**src/rtl/otp_ctrl_pkg.sv**
```systemverilog
// Shared types and widths for the OTP controller arbiter: macro command/error
// encodings, lifecycle escalation encoding and the sparse arbiter FSM states.
package otp_ctrl_pkg;

    parameter int OtpAddrWidth     = 11;
    parameter int OtpSizeWidth     = 2;
    parameter int OtpIfWidth       = 64;
    parameter int ScrmblBlockWidth = 64;

    typedef logic [3:0] lc_tx_t;
    parameter lc_tx_t LcTxOn  = 4'b0101;
    parameter lc_tx_t LcTxOff = 4'b1010;

    // Anything other than the exact Off pattern counts as escalation.
    function automatic logic lc_tx_test_true_loose(input lc_tx_t val);
        return val != LcTxOff;
    endfunction

    typedef enum logic [1:0] {
        Read     = 2'b00,
        Write    = 2'b01,
        ReadRaw  = 2'b10,
        WriteRaw = 2'b11
    } cmd_e;

    typedef enum logic [2:0] {
        NoError              = 3'h0,
        MacroError           = 3'h1,
        MacroEccCorrError    = 3'h2,
        MacroEccUncorrError  = 3'h3,
        MacroWriteBlankError = 3'h4
    } err_e;

    // Pairwise Hamming distance of these encodings is at least 5.
    typedef enum logic [9:0] {
        IdleSt  = 10'b11111_00000,
        ReqSt   = 10'b00000_11111,
        WaitSt  = 10'b11100_11100,
        ErrorSt = 10'b00011_00011
    } otp_arb_state_e;

endpackage

```
**src/rtl/otp_ctrl_rr_pick.sv**
```systemverilog
// Combinational round-robin picker: the first set request at or after ptr_i
// (wrapping around) wins.
module otp_ctrl_rr_pick #(
    parameter int NumReq = 4,
    parameter int IdxW   = $clog2(NumReq)
) (
    input  logic [NumReq-1:0] req_i,
    input  logic [IdxW-1:0]   ptr_i,
    output logic              valid_o,
    output logic [IdxW-1:0]   idx_o
);

    logic [IdxW-1:0] cand;

    // Walk from the farthest candidate back to ptr_i so the nearest one wins.
    always_comb begin
        valid_o = |req_i;
        idx_o   = '0;
        cand    = '0;
        for (int i = NumReq - 1; i >= 0; i--) begin
            cand = IdxW'((int'(ptr_i) + i) % NumReq);
            if (req_i[cand]) begin
                idx_o = cand;
            end
        end
    end

endmodule

```
**src/rtl/otp_ctrl_otp_arb.sv**
```systemverilog
// Round-robin arbiter sharing the OTP macro command port between requesters,
// with one outstanding transaction, escalation lock-down and a response watchdog.
module otp_ctrl_otp_arb
    import otp_ctrl_pkg::*;
#(
    parameter int NumReq        = 4,
    parameter int TimeoutCycles = 1024
) (
    input  logic                                      clk_i,
    input  logic                                      rst_ni,
    input  lc_tx_t                                    escalate_en_i,
    input  logic [NumReq-1:0]                         req_i,
    input  cmd_e [NumReq-1:0]                         cmd_i,
    input  logic [NumReq-1:0][OtpSizeWidth-1:0]       size_i,
    input  logic [NumReq-1:0][OtpIfWidth-1:0]         wdata_i,
    input  logic [NumReq-1:0][OtpAddrWidth-1:0]       addr_i,
    output logic [NumReq-1:0]                         gnt_o,
    output logic [NumReq-1:0]                         rvalid_o,
    output logic [ScrmblBlockWidth-1:0]               rdata_o,
    output err_e                                      err_o,
    output logic                                      otp_req_o,
    output cmd_e                                      otp_cmd_o,
    output logic [OtpSizeWidth-1:0]                   otp_size_o,
    output logic [OtpIfWidth-1:0]                     otp_wdata_o,
    output logic [OtpAddrWidth-1:0]                   otp_addr_o,
    input  logic                                      otp_gnt_i,
    input  logic                                      otp_rvalid_i,
    input  logic [ScrmblBlockWidth-1:0]               otp_rdata_i,
    input  err_e                                      otp_err_i,
    output logic                                      idle_o,
    output logic                                      fsm_err_o,
    output logic                                      timeout_err_o
);

    localparam int IdxW  = $clog2(NumReq);
    localparam int CntW  = (TimeoutCycles > 0) ? $clog2(TimeoutCycles + 1) : 1;
    localparam bit WdEn  = TimeoutCycles > 0;
    localparam logic [CntW-1:0] CntLast = CntW'((TimeoutCycles > 0) ? TimeoutCycles - 1 : 0);
    localparam logic [IdxW-1:0] IdxLast = IdxW'(NumReq - 1);

    otp_arb_state_e                 state_q;
    logic [IdxW-1:0]                ptr_q, owner_q;
    cmd_e                           cmd_q;
    logic [OtpSizeWidth-1:0]        size_q;
    logic [OtpIfWidth-1:0]          wdata_q;
    logic [OtpAddrWidth-1:0]        addr_q;
    logic [CntW-1:0]                cnt_q;
    logic                           timeout_q;

    logic            pick_valid;
    logic [IdxW-1:0] pick_idx;

    otp_ctrl_rr_pick #(
        .NumReq(NumReq)
    ) u_rr_pick (
        .req_i  (req_i),
        .ptr_i  (ptr_q),
        .valid_o(pick_valid),
        .idx_o  (pick_idx)
    );

    logic esc, in_idle, in_req, in_wait, in_err, state_ok;
    logic gnt_fire, rsp_fire, unexp_rsp, wd_hit;

    assign esc       = lc_tx_test_true_loose(escalate_en_i);
    assign in_idle   = state_q == IdleSt;
    assign in_req    = state_q == ReqSt;
    assign in_wait   = state_q == WaitSt;
    assign in_err    = state_q == ErrorSt;
    assign state_ok  = in_idle | in_req | in_wait | in_err;
    assign unexp_rsp = (in_idle | in_req) & otp_rvalid_i;
    assign gnt_fire  = in_req & otp_gnt_i & ~otp_rvalid_i & ~esc;
    assign rsp_fire  = in_wait & otp_rvalid_i & ~esc;
    // A grant or response arriving on the last allowed cycle still counts.
    assign wd_hit    = WdEn & (in_req | in_wait) & (cnt_q >= CntLast) & ~gnt_fire & ~rsp_fire;

    always_ff @(posedge clk_i or negedge rst_ni) begin
        if (!rst_ni) begin
            state_q   <= IdleSt;
            ptr_q     <= '0;
            owner_q   <= '0;
            cmd_q     <= Read;
            size_q    <= '0;
            wdata_q   <= '0;
            addr_q    <= '0;
            cnt_q     <= '0;
            timeout_q <= 1'b0;
        end else begin
            if ((in_req || in_wait) && cnt_q != '1) begin
                cnt_q <= cnt_q + 1'b1;
            end
            case (state_q)
                IdleSt: begin
                    if (pick_valid) begin
                        state_q <= ReqSt;
                        owner_q <= pick_idx;
                        cmd_q   <= cmd_i[pick_idx];
                        size_q  <= size_i[pick_idx];
                        wdata_q <= wdata_i[pick_idx];
                        addr_q  <= addr_i[pick_idx];
                        cnt_q   <= '0;
                    end
                end
                ReqSt: begin
                    if (gnt_fire) begin
                        state_q <= WaitSt;
                        ptr_q   <= (owner_q == IdxLast) ? '0 : owner_q + 1'b1;
                    end
                end
                WaitSt: begin
                    if (rsp_fire) begin
                        state_q <= IdleSt;
                    end
                end
                ErrorSt: ;
                default: state_q <= ErrorSt;
            endcase
            if (wd_hit) begin
                state_q   <= ErrorSt;
                timeout_q <= 1'b1;
            end
            if (esc || unexp_rsp) begin
                state_q <= ErrorSt;
            end
        end
    end

    always_comb begin
        gnt_o    = '0;
        rvalid_o = '0;
        for (int i = 0; i < NumReq; i++) begin
            gnt_o[i]    = gnt_fire && (owner_q == IdxW'(i));
            rvalid_o[i] = rsp_fire && (owner_q == IdxW'(i));
        end
    end

    assign rdata_o       = rsp_fire ? otp_rdata_i : '0;
    assign err_o         = rsp_fire ? otp_err_i : NoError;
    assign otp_req_o     = in_req;
    assign otp_cmd_o     = in_req ? cmd_q : Read;
    assign otp_size_o    = in_req ? size_q : '0;
    assign otp_wdata_o   = in_req ? wdata_q : '0;
    assign otp_addr_o    = in_req ? addr_q : '0;
    assign idle_o        = in_idle & ~|req_i;
    assign fsm_err_o     = esc | ~state_ok | unexp_rsp;
    assign timeout_err_o = timeout_q;

endmodule

```
**config.mk**
```make
export PLATFORM = sky130hd
export DESIGN_NAME = otp_ctrl_otp_arb
export DESIGN_NICKNAME = d
export VERILOG_FILES = /design/src/rtl/otp_ctrl_pkg.sv /design/src/rtl/otp_ctrl_rr_pick.sv /design/src/rtl/otp_ctrl_otp_arb.sv
export SDC_FILE = /design/constraint.sdc
export NUM_CORES = 1
export LEC_CHECK = 0
export CORE_AREA = 3 3 212 214
export CTS_BUF_LIST = sky130_fd_sc_hd__clkbuf_16
export DETAILED_ROUTE_END_ITERATION = 16
export DIE_AREA = 0 0 215 217
export PLACE_DENSITY = 0.55
export SYNTH_ARGS = -nofsm -noshare
export SYNTH_HDL_FRONTEND = slang
export SYNTH_SLANG_ARGS = --single-unit
```
**constraint.sdc**
```tcl
create_clock -name clk_i -period 3.92 [get_ports clk_i]
set_input_delay 0.784 -clock clk_i [delete_from_list [all_inputs] [get_ports clk_i]]
set_output_delay 0.784 -clock clk_i [all_outputs]
set_load 0.02 [all_outputs]
```
Word level (Yosys, flattened, before mapping)
Cells that the tools add are included.
{"block": "totals", "in_bits": 395, "wordCells": 107, "output_inout_bits": 158, "register_bits": 105}
{"block": "classes", "magnitude_cmp": 6, "muxes": 36, "reduce_logical": 17, "bitwise_logic": 21, "n_addsub": 5, "n_eq_ne": 13}
{"op": "64-bit two-way mux", "n": 3}
{"op": "64-bit binary-select mux with 2-bit select", "n": 1}
{"op": "11-bit two-way mux", "n": 5}
{"op": "10-bit two-way mux", "n": 5}
{"op": "10-bit one-hot mux with 4 select lines", "n": 1}
{"op": "11-bit binary-select mux with 2-bit select", "n": 1}
{"op": "10-bit equality test (second input constant)", "n": 2}
{"op": "2-bit two-way mux", "n": 9}
{"op": "2-bit by 3-bit < comparator with 1-bit output (second input constant)", "n": 5}
{"op": "11-bit by 1-bit adder with 11-bit output (second input constant)", "n": 1}
{"op": "11-bit by 10-bit >= comparator with 1-bit output (second input constant)", "n": 1}
{"op": "11-bit inequality test (second input constant)", "n": 1}
{"op": "1-bit AND", "n": 10}
{"op": "10-bit by 5-bit equality test with 1-bit output (second input constant)", "n": 1}
{"op": "10-bit by 7-bit equality test with 1-bit output (second input constant)", "n": 1}
{"op": "1-bit logical AND", "n": 9}
{"op": "1-bit binary-select mux with 2-bit select", "n": 4}
{"op": "2-bit binary-select mux with 2-bit select", "n": 2}
{"op": "4-bit by 1-bit inequality test with 1-bit output (second input constant)", "n": 2}
{"op": "1-bit bitwise OR", "n": 6}
{"op": "1-bit NOT", "n": 5}
{"op": "2-bit by 1-bit adder with 2-bit output (second input constant)", "n": 2}
{"op": "2-bit adder (second input constant)", "n": 2}
{"op": "2-bit equality test (second input constant)", "n": 2}
{"op": "other kinds (12)", "n": 17}

Logic depth before layout (Yosys ltp)
{"block": "logic_depth", "depth_word": 9, "ltp_mapped": 8}

Cells and area by module
Synthesis repeated with hierarchy kept, for this count alone.
{"block": "unflattened", "cells_unflattened": 744, "area_unflattened_um2": 7185.6}
{"module": "otp_ctrl_otp_arb", "instances": 1, "area_per_inst_um2": 7108.1, "cells_per_inst": 731, "seq_area_each_um2": 2479.9}
{"module": "otp_ctrl_rr_pick", "instances": 1, "area_per_inst_um2": 77.6, "cells_per_inst": 13, "seq_area_each_um2": 0.0}

Worst setup path before layout
No wires, ideal clock.
{"block": "synth_timing", "path_kind": "input to output", "from": "in escalate_en_i[2]", "to": "out err_o[0]", "stages": 4, "slack_ns": 1.208, "arrival_ns": 1.928, "n_path_buf": 1, "cell_sequence": "nand4bb_1 -> nor4_2 -> clkbuf_1 -> and2_1"}
{"block": "synth_via", "elab_chain_cells": 4}
{"element": "start, declared", "line_no": "otp_ctrl_otp_arb.sv:11", "rtl": "input lc_tx_t escalate_en_i,"}
{"element": "4-bit inequality test", "line_no": "otp_ctrl_pkg.sv:16", "rtl": "return val != LcTxOff;"}
{"element": "1-bit NOT", "line_no": "otp_ctrl_otp_arb.sv:73", "rtl": "assign rsp_fire = in_wait & otp_rvalid_i & ~esc;"}
{"element": "1-bit AND", "line_no": "otp_ctrl_otp_arb.sv:73"}
{"element": "3-bit two-way mux", "line_no": "otp_ctrl_otp_arb.sv:138", "rtl": "assign err_o = rsp_fire ? otp_err_i : NoError;"}
{"element": "end, declared", "line_no": "otp_ctrl_otp_arb.sv:20", "rtl": "output err_e err_o,"}
No other way between the ends.

Worst setup path in the final report
{"block": "layout_timing", "from": "in escalate_en_i[1]", "to": "out rdata_o[24]"}
{"block": "layout_via", "elab_chain_cells": 4}
{"element": "4-bit inequality test", "line_no": "otp_ctrl_pkg.sv:16"}
{"element": "1-bit NOT", "line_no": "otp_ctrl_otp_arb.sv:73"}
{"element": "1-bit AND", "line_no": "otp_ctrl_otp_arb.sv:73"}
{"element": "64-bit two-way mux", "line_no": "otp_ctrl_otp_arb.sv:137", "rtl": "assign rdata_o = rsp_fire ? otp_rdata_i : '0;"}
{"element": "end, declared", "line_no": "otp_ctrl_otp_arb.sv:19", "rtl": "output logic [ScrmblBlockWidth-1:0] rdata_o,"}
No other way between the ends.

==> impl_metrics.env <==
export IMPL_cp_depth=6
export IMPL_clk_pin_slew_ps=70
export IMPL_intPower_w=0.00189
export IMPL_clock_sinks=99
export IMPL_final_util_pct=32.9
export IMPL_finalCritPeriodShare_pct=93.4
export IMPL_dp_cells=2000
export IMPL_grt_use_total_pct=15.9
export IMPL_cts_hold_buf=0
export IMPL_ys_top_cells_by_count="and2_1, dfrtp_1, nand2_1, nand3_1, a21o_1"
export IMPL_ff2ff_path_depth=5
export IMPL_ys_dominant_reg_cell="dfrtp_1"
export IMPL_cts_setup_buffers=0
export IMPL_routedWlPerCell_um=19.2
export IMPL_p_comb_share_pct=26.3
export IMPL_dp_hpwl_um=29900
export IMPL_syn_to_final_growth_pct=82.8
export IMPL_yosys_warnings=0
export IMPL_r2r_start="state_q[6]$_DFFE_PN1P_"
export IMPL_rows=76
export IMPL_vias_per_cell=4.42
export IMPL_cap_violations=0
export IMPL_synth_area_leaders="dfrtp_1, and2_1, mux2i_1, a21o_1, o211ai_1"
export IMPL_worstPathMaxFanout=71
export IMPL_cp_cell_sequence="clkdlybuf4s50_1 -> nand4bb_1 -> nor4_4 -> buf_12 -> and2_1 -> clkdlybuf4s50_1"
export IMPL_swShare_pct=27.3
export IMPL_grt_use_met3_pct=4.06
export IMPL_p_sw_w=0.000711
export IMPL_die_area_um2=46700
export IMPL_worstPathArrival_ps=2880
export IMPL_fin_worst_skew_ps=12.3
export IMPL_cts_tree="yes"
export IMPL_initial_core_util_pct=18.0
export IMPL_p_total_w=0.00260
export IMPL_cts_root_buffer="clkbuf_16"
export IMPL_core_area_um2=43100
export IMPL_hp_class="in2async"
export IMPL_place_gp_congestion=0.945
export IMPL_rsz0062_at_grt="false"
export IMPL_critical_path_top_delay_family="buffers and inverters"
export IMPL_wl_um=38600
export IMPL_crit_path_frequent_cell="clkdlybuf4s50_1"
export IMPL_drive_gt1_share_pct=4.19
export IMPL_seq_area_frac_synth_pct=32.0
export IMPL_synth_most_common_cell="and2_1"
export IMPL_pwr_share_clk_pct=34.5
export IMPL_path_class="in2out"
export IMPL_die_height_um=217
export IMPL_synth_async_reset_ratio_pct=100
export IMPL_antenna_found_initial=0
export IMPL_setup_violations_final=0
export IMPL_critPathMaxStageDelay_ps=610
export IMPL_power_frac_seq_pct=39.2
export IMPL_drt_iter0_markers=355
export IMPL_numCtsBuffers=9
export IMPL_ys_types=49
export IMPL_dieWidth_um=215
export IMPL_htreeDepth=3
export IMPL_r2r_end="wdata_q[14]$_DFFE_PN0P_"
export IMPL_hold_ws_ps=442
export IMPL_final_hold_viol_count=0
export IMPL_io_pin_count=553
export IMPL_ff2ff_setup_slack_ps=1250
export IMPL_worst_pin_slew_ps=924
export IMPL_endpoint_kind="output port"
export IMPL_worstPathRequired_ps=3140
export IMPL_clockBufferDepth=2
export IMPL_grt_busiest_layer="met2"
export IMPL_grt_pass1_vias=8998
export IMPL_setup_tns_ps=0
export IMPL_grt_max_degree=80
export IMPL_startpoint_type="input port"
export IMPL_synth_edf_count=0
export IMPL_synthesis_nets=1322
export IMPL_final_cells=2016
export IMPL_netlist_area_leader_share_pct=31.3
export IMPL_drcViolationCount=0
export IMPL_cts_resized=0
export IMPL_ant_nets=0
export IMPL_synth_seq_cells=99
export IMPL_p_leak_nw=5.35
export IMPL_min_period_ps=3660
export IMPL_drv_slew=0
export IMPL_relSlewSlack_pct=38.4
export IMPL_timing_fmax_ghz=0.273
export IMPL_crit_buf_inv=3
export IMPL_synth_area_um2=7760
export IMPL_synth_area_per_cell_um2=8.41
export IMPL_ir_drop_mv=0.191
export IMPL_outcome="finished, final reports clean"
export IMPL_antenna_cells=0
export IMPL_grt_pass1_wl_um=56200
export IMPL_synth_top_cell_by_area="dfrtp_1"
export IMPL_grt_remaining_overflow=0
export IMPL_dr_pass1_iters=4
export IMPL_powerDensity_nw_per_um2=184
export IMPL_cp_slowest_cell="clkdlybuf4s50_1"
export IMPL_met1_usage_pct=17.6
export IMPL_clock_latency_ps=370
export IMPL_numPortBuffers=552
export IMPL_syn_inst=922
export IMPL_use_met2_pct=29.9
export IMPL_vias=8911
export IMPL_nets=1826
==> cells in the final DEF (no fill, tap or decap), drive strengths merged, types with 2 or more instances in the layout <==
cell / count
ha: 5
nor4: 3
a21o: 84
xor2: 7
nand3: 88
o21bai: 2
mux2: 2
nor2: 16
dfstp: 2
or2: 2
clkdlybuf4s50: 551
o31ai: 2
o21ai: 82
a211o: 2
clkinv: 3
inv: 8
nand2b: 5
nand2: 92
dfrtp: 97
a21oi: 8
buf: 25
o211ai: 82
mux2i: 80
and3: 2
and2: 156
clkbuf: 9
==> worst max-delay path by stage <==
stage                     start          end  slack, ps
2_1_floorplan  escalate_en_i[2]     err_o[0]       1210
3_3_place_gp   escalate_en_i[1]  rvalid_o[0]        310
3_5_place_dp   escalate_en_i[1]  rdata_o[24]        220
4_1_cts        escalate_en_i[1]  rdata_o[24]        220
5_1_grt        escalate_en_i[1]  rvalid_o[1]         90
6_report       escalate_en_i[1]  rdata_o[24]        260
==> metrics by stage <==
stage	setup WS (ps)	cell area (um^2)
floorplan	1210	7760
global placement	312	13900
detailed placement	224	13900
CTS	216	14200
global route	90.7	14200
finish	260	14200
==> routing by layer <==
metal | share of wire, % | vias to the layer above
li1 | - | 4265
met1 | 38 | 4237
met2 | 53 | 377
met3 | 6.9 | 32
met4 | 1.9 | 0
met5 | 0 | -
==> worst reg2reg max path, stage by stage, from the launching register on <==
cell	delay, ps
dfstp_2	550
nor4bb_1	550
and2_1	630
nand2_4	310
buf_4	330
o211ai_1	230
==> area by class of cell <==
class / count / area (um^2)
Clock buffer: 9 / 225
Clock inverter: 7 / 52.6
Fill cell: 4580 / 28900
Inverter: 5 / 18.8
Multi-Input combinational cell: 735 / 4840
Sequential cell: 99 / 2480
Tap cell: 585 / 732
Timing Repair Buffer: 576 / 5830
==> cell families after synthesis <==
family	synth area share [%]
AND/OR/NAND/NOR	26.3
AO/OA/AOI/OAI	23.1
flip-flops	32.0
buffers and inverters	6.26
multiplexers	10.6
XOR/XNOR	0.903
adder cells (fa/ha/maj)	0.807
==> registers in the layout, summed over array words and instances, names as in the netlist <==
name,flops
cnt_q,11
addr_q,11
state_q,4
wdata_q,64
cmd_q,2
ptr_q,2
timeout_err_o,1
owner_q,2
size_q,2
==> power by group through the flow <==
stage	clock, W	sequential, W	combinational (W)
floorplan	0	0.00104	0.000186
global placement	0	0.00104	0.000694
detailed placement	0	0.00104	0.000695
CTS	0.000952	0.00102	0.000698
global route	0.000988	0.00102	0.000734
finish	0.000898	0.00102	0.000684
(Power assumes the default switching activity.)
